## config.mk

```make
export PLATFORM = sky130hd
export DESIGN_NAME = uart_tx_arbiter
export DESIGN_NICKNAME = d
export VERILOG_FILES = /design/src/rtl/uart_tx_arbiter.sv
export SDC_FILE = /design/constraint.sdc
export NUM_CORES = 1
export LEC_CHECK = 0
export CAP_MARGIN = 25
export CORE_AREA = 2 2 72 88
export DETAILED_ROUTE_END_ITERATION = 8
export DIE_AREA = 0 0 74 90
export DONT_BUFFER_PORTS = 1
export GPL_ROUTABILITY_DRIVEN = 0
export PLACE_DENSITY = 0.72
export SYNTH_ARGS = -nofsm -noshare
export SYNTH_HDL_FRONTEND = slang
export SYNTH_SLANG_ARGS = --single-unit
```

## constraint.sdc

```tcl
create_clock -name i_clock -period 2.1 [get_ports i_clock]
set_clock_uncertainty 0.05 [all_clocks]
set_input_delay 0.42 -clock i_clock [delete_from_list [all_inputs] [get_ports i_clock]]
set_output_delay 0.42 -clock i_clock [all_outputs]
set_load 0.01 [all_outputs]
```

## src/rtl/uart_tx_arbiter.sv

```systemverilog
// Round-robin, packet-granular arbiter that shares one UART transmitter
// (XMitGo/TxEmpty handshake) between NUM_REQ byte-stream sources.
module uart_tx_arbiter #(
  parameter int NUM_REQ   = 4,
  parameter int MAX_BURST = 16,
  parameter int TIMEOUT   = 1023
) (
  input  logic                 i_clock,
  input  logic                 i_reset,
  input  logic [NUM_REQ-1:0]   i_req,
  input  logic [NUM_REQ-1:0]   i_last,
  input  logic [NUM_REQ*8-1:0] i_data,
  output logic [NUM_REQ-1:0]   o_ack,
  output logic [NUM_REQ-1:0]   o_grant,
  input  logic                 i_tx_empty,
  output logic                 o_xmit_go,
  output logic [7:0]           o_tx_data,
  output logic                 o_busy,
  output logic                 o_timeout_err,
  output logic [1:0]           o_state
);

  localparam int IW = (NUM_REQ > 1) ? $clog2(NUM_REQ) : 1;

  // Handshake: a byte is offered to the UART while o_xmit_go=1 with o_tx_data
  // stable; the UART takes it by dropping i_tx_empty, after which the owner
  // gets a one-cycle o_ack and must present its next byte on the following cycle.
  typedef enum logic [1:0] {
    S_IDLE  = 2'd0,
    S_SEND  = 2'd1,
    S_DRAIN = 2'd2
  } state_t;

  state_t             r_state, w_state_n;
  logic [NUM_REQ-1:0] r_grant, w_grant_n;
  logic [NUM_REQ-1:0] r_ack, w_ack_n;
  logic               r_xmit, w_xmit_n;
  logic [7:0]         r_tx_data, w_tx_data_n;
  logic               r_terr, w_terr_n;
  logic               r_busy, w_busy_n;
  logic [IW-1:0]      r_ptr, w_ptr_n;
  logic [IW-1:0]      r_idx, w_idx_n;
  logic               r_last, w_last_n;
  logic [7:0]         r_burst, w_burst_n;
  logic [15:0]        r_timer, w_timer_n;

  logic               w_found;
  logic [IW-1:0]      w_pick;
  logic [IW-1:0]      w_cand;
  logic [IW-1:0]      w_ptr_next;

  // First requester at or after the rotation pointer, wrapping.
  always_comb begin
    w_found = 1'b0;
    w_pick  = '0;
    w_cand  = '0;
    for (int k = 0; k < NUM_REQ; k++) begin
      w_cand = IW'((int'(r_ptr) + k) % NUM_REQ);
      if (!w_found && i_req[w_cand]) begin
        w_found = 1'b1;
        w_pick  = w_cand;
      end
    end
  end

  assign w_ptr_next = (r_idx == IW'(NUM_REQ - 1)) ? '0 : r_idx + IW'(1);

  always_comb begin
    w_state_n   = r_state;
    w_grant_n   = r_grant;
    w_ack_n     = '0;
    w_xmit_n    = r_xmit;
    w_tx_data_n = r_tx_data;
    w_terr_n    = 1'b0;
    w_ptr_n     = r_ptr;
    w_idx_n     = r_idx;
    w_last_n    = r_last;
    w_burst_n   = r_burst;
    w_timer_n   = r_timer;
    case (r_state)
      S_IDLE: begin
        if (i_tx_empty && w_found) begin
          w_state_n   = S_SEND;
          w_idx_n     = w_pick;
          w_grant_n   = NUM_REQ'(1) << w_pick;
          w_tx_data_n = i_data[8*w_pick +: 8];
          w_last_n    = i_last[w_pick];
          w_burst_n   = 8'd1;
          w_xmit_n    = 1'b1;
          w_timer_n   = '0;
        end
      end
      S_SEND: begin
        if (!i_tx_empty) begin
          w_xmit_n  = 1'b0;
          w_ack_n   = r_grant;
          w_state_n = S_DRAIN;
        end else if (r_timer == 16'(TIMEOUT)) begin
          w_xmit_n  = 1'b0;
          w_terr_n  = 1'b1;
          w_grant_n = '0;
          w_ptr_n   = w_ptr_next;
          w_state_n = S_IDLE;
        end else begin
          w_timer_n = r_timer + 16'd1;
        end
      end
      S_DRAIN: begin
        w_xmit_n = 1'b0;
        // Skip the Ack cycle itself so the owner has presented its next byte.
        if (i_tx_empty && (r_ack == '0)) begin
          if (r_last || (r_burst == 8'(MAX_BURST)) || !i_req[r_idx]) begin
            w_grant_n = '0;
            w_ptr_n   = w_ptr_next;
            w_state_n = S_IDLE;
          end else begin
            w_tx_data_n = i_data[8*r_idx +: 8];
            w_last_n    = i_last[r_idx];
            w_burst_n   = (r_burst == 8'(MAX_BURST)) ? r_burst : r_burst + 8'd1;
            w_xmit_n    = 1'b1;
            w_timer_n   = '0;
            w_state_n   = S_SEND;
          end
        end
      end
      default: begin
        w_state_n   = S_IDLE;
        w_grant_n   = '0;
        w_xmit_n    = 1'b0;
        w_tx_data_n = 8'h00;
      end
    endcase
    w_busy_n = |w_grant_n;
  end

  always_ff @(posedge i_clock or posedge i_reset) begin
    if (i_reset) begin
      r_state   <= S_IDLE;
      r_grant   <= '0;
      r_ack     <= '0;
      r_xmit    <= 1'b0;
      r_tx_data <= 8'h00;
      r_terr    <= 1'b0;
      r_busy    <= 1'b0;
      r_ptr     <= '0;
      r_idx     <= '0;
      r_last    <= 1'b0;
      r_burst   <= 8'd0;
      r_timer   <= 16'd0;
    end else begin
      r_state   <= w_state_n;
      r_grant   <= w_grant_n;
      r_ack     <= w_ack_n;
      r_xmit    <= w_xmit_n;
      r_tx_data <= w_tx_data_n;
      r_terr    <= w_terr_n;
      r_busy    <= w_busy_n;
      r_ptr     <= w_ptr_n;
      r_idx     <= w_idx_n;
      r_last    <= w_last_n;
      r_burst   <= w_burst_n;
      r_timer   <= w_timer_n;
    end
  end

  assign o_ack         = r_ack;
  assign o_grant       = r_grant;
  assign o_xmit_go     = r_xmit;
  assign o_tx_data     = r_tx_data;
  assign o_busy        = r_busy;
  assign o_timeout_err = r_terr;
  assign o_state       = r_state;

endmodule

```

==> results.ini <==
[outcome]
status = finished, violations left
violations = setup timing

[logic_synthesis]
synthesis.nets = 321
synthDistinctLibCells = 54
ys_ff_latch = 50
synth_top_area_cell = dfrtp_1
synthCells = 274
ys.flop_type = dfrtp_1
synth_warnings = 0
synth_edf_count = 0
synth_seq_area_share = 0.444
synth_area_leaders = dfrtp_1, mux2i_1, xor2_1
syn_avg_cell_area_um2 = 10.3
async_flop_share = 1.00
yosys.area.top_type_share = 0.444
syn_area_um2 = 2820

[floorplan]
die_h_um = 90
pin_count = 64
start_util = 0.482
dieArea_um2 = 6660
core_um2 = 5860
rows = 31
die_x_um = 74

[global_routing]
grt_usage = 0.212
grt_pass1_wl_mm = 11.2
gr-total-overflow = 0
grt_antenna_before_repair = 0
grt_max_degree = 51
grt_pass1_vias = 2390

[timing]
setup_viol = 24
setup_slack_ns = -0.255
rsz0062_at_grt = yes
finalHoldViolations = 0
hold_ws_ns = 0.369
fmax_mhz = 425
maxSlewHeadroom = 0.633
tightest_slew_ns = 0.551
final.min_clock_period_ns = 2.36
maxSlewViolCount = 0
min_period_over_period = 1.12

[routing]
vias_per_cell = 5.76
num_vias = 2345
drt_iter0_markers = 158
routedWlPerCell_um = 16.8
firstDrtPassIters = 4
drc = 0
wl_mm = 6.86
ant_nets = 0

[worst_setup_path]
cp_slowest_stage_delay_ns = 0.55
cp_max_fo = 7
reg2reg_depth = 7
critical_path_arrival_ns = 2.50
path_buf_inv = 1
cpMaxStageDelayCell = or4bb_4
rr_endpoint = r_timer[9]$_DFFE_PP0P_
crit_family = compound AO/OA/AOI/OAI gates
end_kind = register
worstSetupStartpointType = register
criticalPathCategory = register to register
path_cells = or4bb_4 -> o41a_1 -> a311o_2 -> buf_4 -> nand4_1 -> xor2_1 -> nor2_1
cp.required_ns = 2.24
r2r_setup_slack_ns = -0.26
r2r_start = r_timer[12]$_DFFE_PP0P_

[run]
max-cap-violations = 0

[clock_network]
cts_sinks = 50
numCtsBuffers = 5
htreeDepth = 2
root_buffer = clkbuf_8
path_clk_slew_ns = 0.09
cts_tree = yes
cts.path.max_buffers = 2
clock_latency_ns = 0.30

[min_path]
holdCritStartpoint = i_tx_empty
whs_path_depth = 2
hold_path_end = o_state[1]$_DFFE_PP0P_
hp-class = input pin to register

[layout]
nFillCells = 501
final_cell_mix = dfrtp_1, buf_4, nor2_1, mux2i_1, nand3_1
final_common_cell = dfrtp_1
drive_gt1_frac = 0.277
diodes = 0
seqCellArea_um2 = 1250
final_nets = 371
postLayoutCoreUtil = 0.596
layout-area-overhead-vs-synth_pct = 23.8
multiInputGateArea_um2 = 1610

[placed_design]
dp_hpwl_mm = 4.84
pre_cts_slack_ns = -0.222
place.port_buffers = 0

[pwr]
ir_worst_vdd_v = 0.00101
power_leakage_nw = 1.62
cellPowerDensity_nw_per_um2 = 1200
p_total_mw = 4.19

## routing by layer
| metal | global-route usage | share of wire | up-vias |
|---|---|---|---|
| met2 | 0.352 | 0.53 | 75 |
| met1 | 0.266 | 0.40 | 1162 |
| li1 | - | - | 1094 |
| met4 | 0.0712 | 0.023 | 0 |
| met5 | 0 | 0 | - |
| met3 | 0.0504 | 0.049 | 14 |
## cell families after synthesis
logic type,share of synthesized area
flops,0.444
simple gates,0.213
xor+xnor,0.0559
buf+inv,0.0271
compound gates,0.122
fa+ha+maj,0.0177
mux,0.121
## flip-flops by register name, indices dropped and copies added (netlist names)
register,flops
r_last,1
o_ack,4
o_grant,4
r_idx,2
r_burst,8
r_ptr,2
o_state,2
o_xmit_go,1
o_busy,1
o_tx_data,8
r_timer,16
o_timeout_err,1
## stage by stage
stage	TNS [ns]	cell area, um2	std cells
final	-3.87	3490	407
after global routing	-5.30	3490	407
after CTS	-3.72	3370	399
after detailed placement	-3.16	3210	388
after global placement	-2.57	3210	388
after floorplan	-0.488	2840	274
## area by class of cell
cell class,instances,share of cell area
clock inverters,1,0.00143
well taps,82,0.0294
repair buffers,49,0.115
flip-flops and latches,50,0.358
multi-input cells,208,0.460
inverters,10,0.0108
clock buffers,7,0.0247
## what timing repair did
| item | CTS | global route |
|---|---|---|
| resized for setup | 9 | 17 |
| cloned | 1 | 0 |
| pin swaps | 14 | 19 |
| setup buffers | 1 | 8 |
| endpoints found under the hold margin | 42 | 0 |
| hold buffers | 1 | 0 |
| endpoints found under the setup margin | 24 | 35 |
## cells in the mapped netlist (all sizes together) (2+ instances only)
cell type,instances
inv,10
dfrtp,50
o211ai,2
nand2,13
ha,4
xor2,15
nand3,18
or3,2
and3,9
nor2b,6
mux4,2
a41oi,3
xnor2,3
buf,3
o21ai,8
mux2,4
and2,9
o21bai,2
a32o,4
clkbuf,4
nand4,7
a21oi,8
a21o,2
or4,2
a22o,9
and4,2
mux2i,25
nor3,4
nor2,29
## where the power goes
group | switching (mW) | internal [mW] | total (mW)
sequential | 0.296 | 1.22 | 1.51
clock | 0.317 | 0.267 | 0.584
combinational | 1.07 | 1.03 | 2.10
total | 1.68 | 2.51 | 4.19
## worst max-delay path by stage
| stage | start | end | slack (ns) | cells past startpoint |
|---|---|---|---|---|
| 5_1_grt | r_timer[12]$_DFFE_PP0P_ | r_timer[9]$_DFFE_PP0P_ | -0.31 | 7 |
| 6_report | r_timer[12]$_DFFE_PP0P_ | r_timer[9]$_DFFE_PP0P_ | -0.26 | 7 |
| 3_3_place_gp | r_timer[14]$_DFFE_PP0P_ | r_ptr[0]$_DFFE_PP0P_ | -0.25 | 7 |
| 4_1_cts | r_timer[14]$_DFFE_PP0P_ | r_timer[6]$_DFFE_PP0P_ | -0.23 | 6 |
| 3_5_place_dp | r_timer[14]$_DFFE_PP0P_ | r_ptr[1]$_DFFE_PP0P_ | -0.22 | 7 |
| 2_1_floorplan | r_timer[15]$_DFFE_PP0P_ | r_timer[2]$_DFFE_PP0P_ | -0.08 | 7 |
No activity file was read; power rests on OpenSTA's default activity.
